`config.mk`:
```
export PLATFORM = sky130hd
export DESIGN_NAME = jt89_regs
export DESIGN_NICKNAME = d
export VERILOG_FILES = /design/src/rtl/jt89_regs.sv
export SDC_FILE = /design/constraint.sdc
export NUM_CORES = 1
export LEC_CHECK = 0
export CAP_MARGIN = 20
export CORE_MARGIN = 8
export CORE_UTILIZATION = 35
export CTS_CLUSTER_DIAMETER = 30
export DETAILED_ROUTE_END_ITERATION = 16
export PLACE_DENSITY = 0.68
export RECOVER_POWER = 25
export SYNTH_ARGS = -nofsm -noshare
export SYNTH_HDL_FRONTEND = slang
export SYNTH_SLANG_ARGS = --single-unit
export TNS_END_PERCENT = 5
```
`constraint.sdc`:
```
create_clock -name clk -period 4.7 [get_ports clk]
set_clock_uncertainty 0.15 [all_clocks]
set_input_delay 0.705 -clock clk [delete_from_list [all_inputs] [get_ports clk]]
set_output_delay 0.705 -clock clk [all_outputs]
set_load 0.005 [all_outputs]
```
`src/rtl/jt89_regs.sv`:
```
// jt89_regs : CPU-facing register file of the JT89 PSG.
//
// Decodes SN76489 latch/data bytes into the three 10-bit tone periods, the
// four 4-bit attenuations and the 3-bit noise control. It also models the
// chip READY line, which stays low for READY_CYCLES clk_en ticks after every
// accepted write.
//
// Ports
//   clk          system clock
//   rst          asynchronous, active-high reset
//   clk_en       clock enable; all state moves only on enabled edges
//   din[7:0]     CPU data byte
//   cs_n, wr_n   chip select / write strobe, both active low
//   ready        1 = idle and able to accept a write, 0 = busy
//   tone0..2     tone periods (0 is stored as-is; downstream reads it as 1024)
//   vol0..3      attenuations; 0 is loudest, F is off (vol3 = noise channel)
//   ctrl3        noise control: [2] white/periodic, [1:0] rate
//   clr          one-tick pulse on every noise-control write (LFSR reseed)
module jt89_regs #(
  parameter int         READY_CYCLES = 32,
  parameter logic [3:0] VOL_RST      = 4'hF
) (
  input  logic       clk,
  input  logic       rst,
  input  logic       clk_en,
  input  logic [7:0] din,
  input  logic       cs_n,
  input  logic       wr_n,
  output logic       ready,
  output logic [9:0] tone0,
  output logic [9:0] tone1,
  output logic [9:0] tone2,
  output logic [3:0] vol0,
  output logic [3:0] vol1,
  output logic [3:0] vol2,
  output logic [3:0] vol3,
  output logic [2:0] ctrl3,
  output logic       clr
);

  localparam logic [5:0] BUSY_LOAD = 6'(READY_CYCLES - 1);

  logic [9:0] tone_reg [0:2];
  logic [3:0] vol_reg  [0:3];
  logic [2:0] ctrl3_reg;
  logic [2:0] latch_reg;     // {channel[1:0], type}; type 1 = volume
  logic       clr_reg;
  logic       ready_reg;
  logic       last_act_reg;
  logic [5:0] busy_cnt_reg;

  logic       act;
  logic       accept;
  logic       is_latch;
  logic [2:0] eff_latch;
  logic [1:0] ch;
  logic       is_vol;
  logic       noise_wr;
  logic [2:0] tone_lo_we;
  logic [2:0] tone_hi_we;
  logic [3:0] vol_we;

  assign act      = !cs_n && !wr_n;
  // Only a fresh strobe edge seen while idle counts; anything else is dropped.
  assign accept   = act && !last_act_reg && ready_reg;
  assign is_latch = din[7];
  // A latch byte addresses the register it names itself; a data byte uses
  // the register stored by the most recent latch byte.
  assign eff_latch = is_latch ? din[6:4] : latch_reg;
  assign ch        = eff_latch[2:1];
  assign is_vol    = eff_latch[0];
  assign noise_wr  = accept && !is_vol && (ch == 2'd3);

  genvar gi;
  generate
    for (gi = 0; gi < 3; gi++) begin : g_tone_we
      assign tone_lo_we[gi] = accept &&  is_latch && !is_vol && (ch == 2'(gi));
      assign tone_hi_we[gi] = accept && !is_latch && !is_vol && (ch == 2'(gi));
    end
    for (gi = 0; gi < 4; gi++) begin : g_vol_we
      assign vol_we[gi] = accept && is_vol && (ch == 2'(gi));
    end
  endgenerate

  always_ff @(posedge clk or posedge rst) begin
    if (rst) begin
      for (int i = 0; i < 3; i++) tone_reg[i] <= '0;
      for (int i = 0; i < 4; i++) vol_reg[i]  <= VOL_RST;
      ctrl3_reg    <= '0;
      latch_reg    <= '0;
      clr_reg      <= 1'b0;
      ready_reg    <= 1'b1;
      last_act_reg <= 1'b0;
      busy_cnt_reg <= '0;
    end else if (clk_en) begin
      last_act_reg <= act;
      clr_reg      <= noise_wr;

      for (int i = 0; i < 3; i++) begin
        if (tone_lo_we[i]) tone_reg[i][3:0] <= din[3:0];
        if (tone_hi_we[i]) tone_reg[i][9:4] <= din[5:0];
      end
      for (int i = 0; i < 4; i++) begin
        if (vol_we[i]) vol_reg[i] <= din[3:0];
      end
      if (noise_wr) ctrl3_reg <= din[2:0];

      if (accept) begin
        if (is_latch) latch_reg <= din[6:4];
        ready_reg    <= 1'b0;
        busy_cnt_reg <= BUSY_LOAD;
      end else if (!ready_reg) begin
        // Load value N-1 plus the terminal edge gives exactly N low ticks.
        if (busy_cnt_reg == 6'd0) ready_reg <= 1'b1;
        else                      busy_cnt_reg <= busy_cnt_reg - 6'd1;
      end
    end
  end

  assign ready = ready_reg;
  assign tone0 = tone_reg[0];
  assign tone1 = tone_reg[1];
  assign tone2 = tone_reg[2];
  assign vol0  = vol_reg[0];
  assign vol1  = vol_reg[1];
  assign vol2  = vol_reg[2];
  assign vol3  = vol_reg[3];
  assign ctrl3 = ctrl3_reg;
  assign clr   = clr_reg;

endmodule

```
== Yosys cells after proc, flatten, opt, wreduce, memory -nomap -nowiden ==
Index checks and enable logic that the tools add are counted.

* Register bits: 61
* Input bits: 13
* Output and inout port bits: 51
* Word-level logic and storage cells: 69

* Add/sub/neg operators: 1
* Equal/unequal tests: 5
* Muxes and demuxes: 7
* Reductions and logical operators: 40

{| class="wikitable"
|+ Operator list
! operator !! number
|-
| 2-bit AND reduction || 12
|-
| 1-bit logical AND || 20
|-
| 6-bit 2-to-1 mux || 3
|-
| 6-bit logical NOT || 1
|-
| 6-bit by 1-bit subtractor with 6-bit output (second input constant) || 1
|-
| 1-bit logical NOT || 5
|-
| 2-bit == test (second input constant) || 2
|-
| 1-bit 2-to-1 mux || 3
|-
| 3-bit 2-to-1 mux || 1
|-
| 3-bit AND reduction || 1
|-
| 2-bit by 1-bit == test with 1-bit output (second input constant) || 1
|-
| 2-bit logical NOT || 1
|-
| 2-bit by 1-bit inequality test with 1-bit output (second input constant) || 1
|-
| 2-bit inequality test (second input constant) || 1
|}

== Longest topological paths before layout ==
* Depth after elaboration: 8
* Gate-level depth with buffers: 6
* Gate-level depth less buffers: 6

== Least setup slack after synthesis ==
OpenSTA, ideal clock, no wires.

* Kind: in2reg
* Start: input port wr_n
* End: register tone_reg (netlist bit tone2[0])
* Setup time: 125 ps
* Arrival: 1963 ps
* Data required time: 4425 ps
* Slack: 2463 ps
* Stages on the path: 4
* Buffers on the path: 0
* Path through: or4b_4 -> nor3b_4 -> nand3_1 -> mux2_2

* Cells in the longest elaborated chain, start to end: 8

{| class="wikitable"
|+ Ends and longest elaborated chain
! element !! line !! text
|-
| start: declaration || 28 || <nowiki>input logic wr_n,</nowiki>
|-
| 1-bit logical NOT || 63 || <nowiki>assign act = !cs_n && !wr_n;</nowiki>
|-
| 1-bit logical AND || 63 ||
|-
| 1-bit logical AND (2 in a row) || 65 || <nowiki>assign accept = act && !last_act_reg && ready_reg;</nowiki>
|-
| 1-bit logical AND (3 in a row) || 77 || <nowiki>assign tone_lo_we[gi] = accept && is_latch && !is_vol && (ch == 2'(gi));</nowiki>
|-
| 2-bit AND reduction (no source line) || - ||
|-
| end signal: indexed assignment || 100 || <nowiki>if (tone_lo_we[i]) tone_reg[i][3:0] <= din[3:0];</nowiki>
|-
| end signal: indexed assignment || 101 || <nowiki>if (tone_hi_we[i]) tone_reg[i][9:4] <= din[5:0];</nowiki>
|-
| end: declaration || 43 || <nowiki>logic [9:0] tone_reg [0:2];</nowiki>
|}

No other way between the ends.
A chain may end at the register's enable or synchronous reset.

==> metrics.md <==
| Metric | Value |
|---|---|
| Run status | completed |
| Routed vias | 1732 |
| Site Rows | 32 |
| Total gr overflow | 0 |
| Crit-path slowest cell | inv_1 |
| Final Non-Filler Cells | 365 |
| Min-delay worst type | reg -> reg |
| Yosys cell types | 39 |
| Post-DR wirelength/cell | 16.70 um |
| Cell area power density | 434.7 nW/um^2 |
| N_diodes | 0 |
| Final worst-path cycle share | 67.81% |
| Mapped Cells | 191 |
| Peak supply drop | 218.4 uV |
| Vias per cell | 4.745 |
| Peak Freq | 0.3138 GHz |
| Flop2flop setup slack | 2410 ps |
| Filler instances | 687 |
| Setup CP Type | in -> async |
| Area Growth Syn to Fin | 34.18% |
| Die area | 10680 sq um |
| Core area | 7567 sq um |
| Critical path cell sequence | dlygate4sd3_1, inv_1, clkbuf_1 |
| Sw Pwr | 426.3 uW |
| Final min period | 3187 ps |
| Root Buffer Master | clkbuf_8 |
| Max cap viols | 0 |
| Yosys reg bits | 61 |
| Clock transition at path regs | 70 ps |
| DRC | 0 |
| Final setup fails | 0 |
| Largest net degree at the start of global routing | 39 |
| FFs w/ async S/R, synth | 100.0% |
| Most common cell in the netlist | mux2_2 |
| Rel. slew slack | 5.426% |
| Worst Setup End Kind | async pin |
| Max clock buf depth | 2 |
| Global-route wire length before repair | 9.908 mm |
| Fin. Hold Viols | 0 |
| Chip Width | 103.3 um |
| # IOs | 64 |
| Initial antenna violation count | 0 |
| Total CTS buffers | 9 |
| Cts hold-fix bufs | 0 |
| CP required | 4790 ps |
| Critical Path Source Type | primary input |
| CTS tree | yes |
| Avg Cell Area, Syn | 13.97 sq um |
| CTS H-tree depth | 3 |
| Leak Pwr | 0.001565 uW |
| Synth area leaders | dfrtp_1, mux2_2, dfstp_2 |
| Worst path max stage delay | 1020 ps |
| Post-CTS sizing | 0 |
| Vias in the first global route | 1883 |
| Syn nets | 206 |
| Detail Placement HPWL | 4.330 mm |
| RSZ-0062 raised after global routing | no |
| Sequential fraction of design power | 46.7% |
| Synthesized cell area | 2669 sq um |
| Actual slew at the worst max-slew pin | 1417 ps |
| Sink Count | 61 |
| CP Max Fanout | 38 |
| Sum Neg Setup Slack | 0 ps |
| Post-synth EDFFs | 0 |
| GRT Overall Usage | 12.53% |
| Most common flop cell mapped by yosys | dfrtp_1 |
| Final wirelength | 6.096 mm |
| Port-buffer cells | 63 |
| Register area | 1548 sq um |
| Final ANT Viol Nets | 0 |
| Clock power share | 27.5% |
| YS warnings | 0 |
| Crit path arrival time | 3280 ps |
| Post-CTS setup repair buffer count | 0 |
| DIE HEIGHT | 103.3 um |
| Pint | 1130 uW |
| Final net count | 273 |
| Initial Utilization | 35.27% |
| Logic pwr share | 25.8% |
| Placed Cells | 349 |
| GP Congestion | 0.7770 |
| Sw Share | 27.39% |
| Clk Latency, worst-skew pair | 330 ps |
| TritonRoute pass-1 iters | 4 |
| Seq/Total Area, Yosys | 57.99% |
| Slew Viols, Final | 0 |
| Post-synth top cells | mux2_2, dfrtp_1, dfstp_2 |
| Top-area cell type share of the netlist area | 41.26% |
| Leading area contributor after synthesis | dfrtp_1 |
| DRT iter0 DRCs | 55 |
| Share of cells above drive strength 1 | 35.74% |
| Area occupied by multi-input gates | 1071 sq um |
## routing by layer
| layer | part of all wire (%) | vias to the layer above | GRT usage (%) | wire length [um] |
|---|---|---|---|---|
| met5 | 0 | - | 0 | 0 |
| met4 | 1.2 | 0 | 4.894 | 72 |
| met3 | 6.3 | 9 | 5.489 | 385 |
| met2 | 47 | 39 | 18.66 | 2873 |
| met1 | 45 | 868 | 15.62 | 2764 |
| li1 | - | 816 | - | - |
## worst paths after layout
path | from | to | cells after the start
worst max-delay path | rst | tone0[0] | 3
worst min-delay path | tone0[5] | tone0[5] | 1
worst max register to register | ready | ctrl3[0] | 4
worst min register to register | tone0[5] | tone0[5] | 1
max in group clk | clk_en | busy_cnt_reg[3] | 5
min in group asynchronous | rst | clr | 2
## worst max-delay path: cells and delay by family
kind                   cells  cell delay [ps]
buffers and inverters      3             2560
## logic make-up after synthesis
| group | Yosys count | share of synthesized area (%) |
|---|---|---|
| compound gates | 17 | 4.548 |
| xor+xnor | 1 | 0.3282 |
| fa+ha+maj | 2 | 0.9375 |
| buf+inv | 13 | 1.875 |
| flops | 61 | 57.99 |
| mux | 56 | 23.49 |
| simple gates | 41 | 10.83 |
## area by class of cell
class,count,share of cell area [%]
flip-flops and latches,61,43.22
clock inverters,1,0.1398
inverters,5,0.5241
clock buffers,15,4.927
multi-input cells,117,29.91
repair buffers,64,17.71
well taps,102,3.564
## power groups by stage
stage	combinational, uW	clock, uW	sequential [uW]
2_1_floorplan	204	0	726
3_3_place_gp	402	0	735
3_5_place_dp	408	0	737
4_1_cts	410	441	730
5_1_grt	444	466	746
6_report	402	428	727
## layout by cell type, fill, tap and decap left out, types with 3 or more instances in the layout
| cell | count |
|---|---|
| a211oi_1 | 3 |
| a21oi_1 | 4 |
| and3_1 | 3 |
| clkbuf_1 | 4 |
| clkbuf_8 | 12 |
| clkdlybuf4s50_1 | 61 |
| dfrtp_1 | 44 |
| dfstp_2 | 17 |
| inv_1 | 5 |
| mux2_2 | 53 |
| mux2i_1 | 3 |
| nand2_1 | 7 |
| nand3_1 | 4 |
| nor2_1 | 4 |
| nor2b_1 | 3 |
| nor3_1 | 4 |
| o21ai_0 | 3 |
## metrics by stage
stage / cell area, sq um / util, % / setup WS (ps) / total power [uW] / hold slack (ps)
after detailed placement: 3403 / 44.97 / 1680 / 1146 / 342.3
after CTS: 3585 / 47.37 / 2026 / 1582 / 359.3
after global placement: 3403 / 44.97 / 1701 / 1137 / 336.9
after global routing: 3581 / 47.32 / 989.3 / 1655 / 373.2
final: 3581 / 47.32 / 1513 / 1557 / 356.4
after floorplan: 2669 / - / 2360 / 929.8 / 336.8
Power figures use the tool's default switching activity.
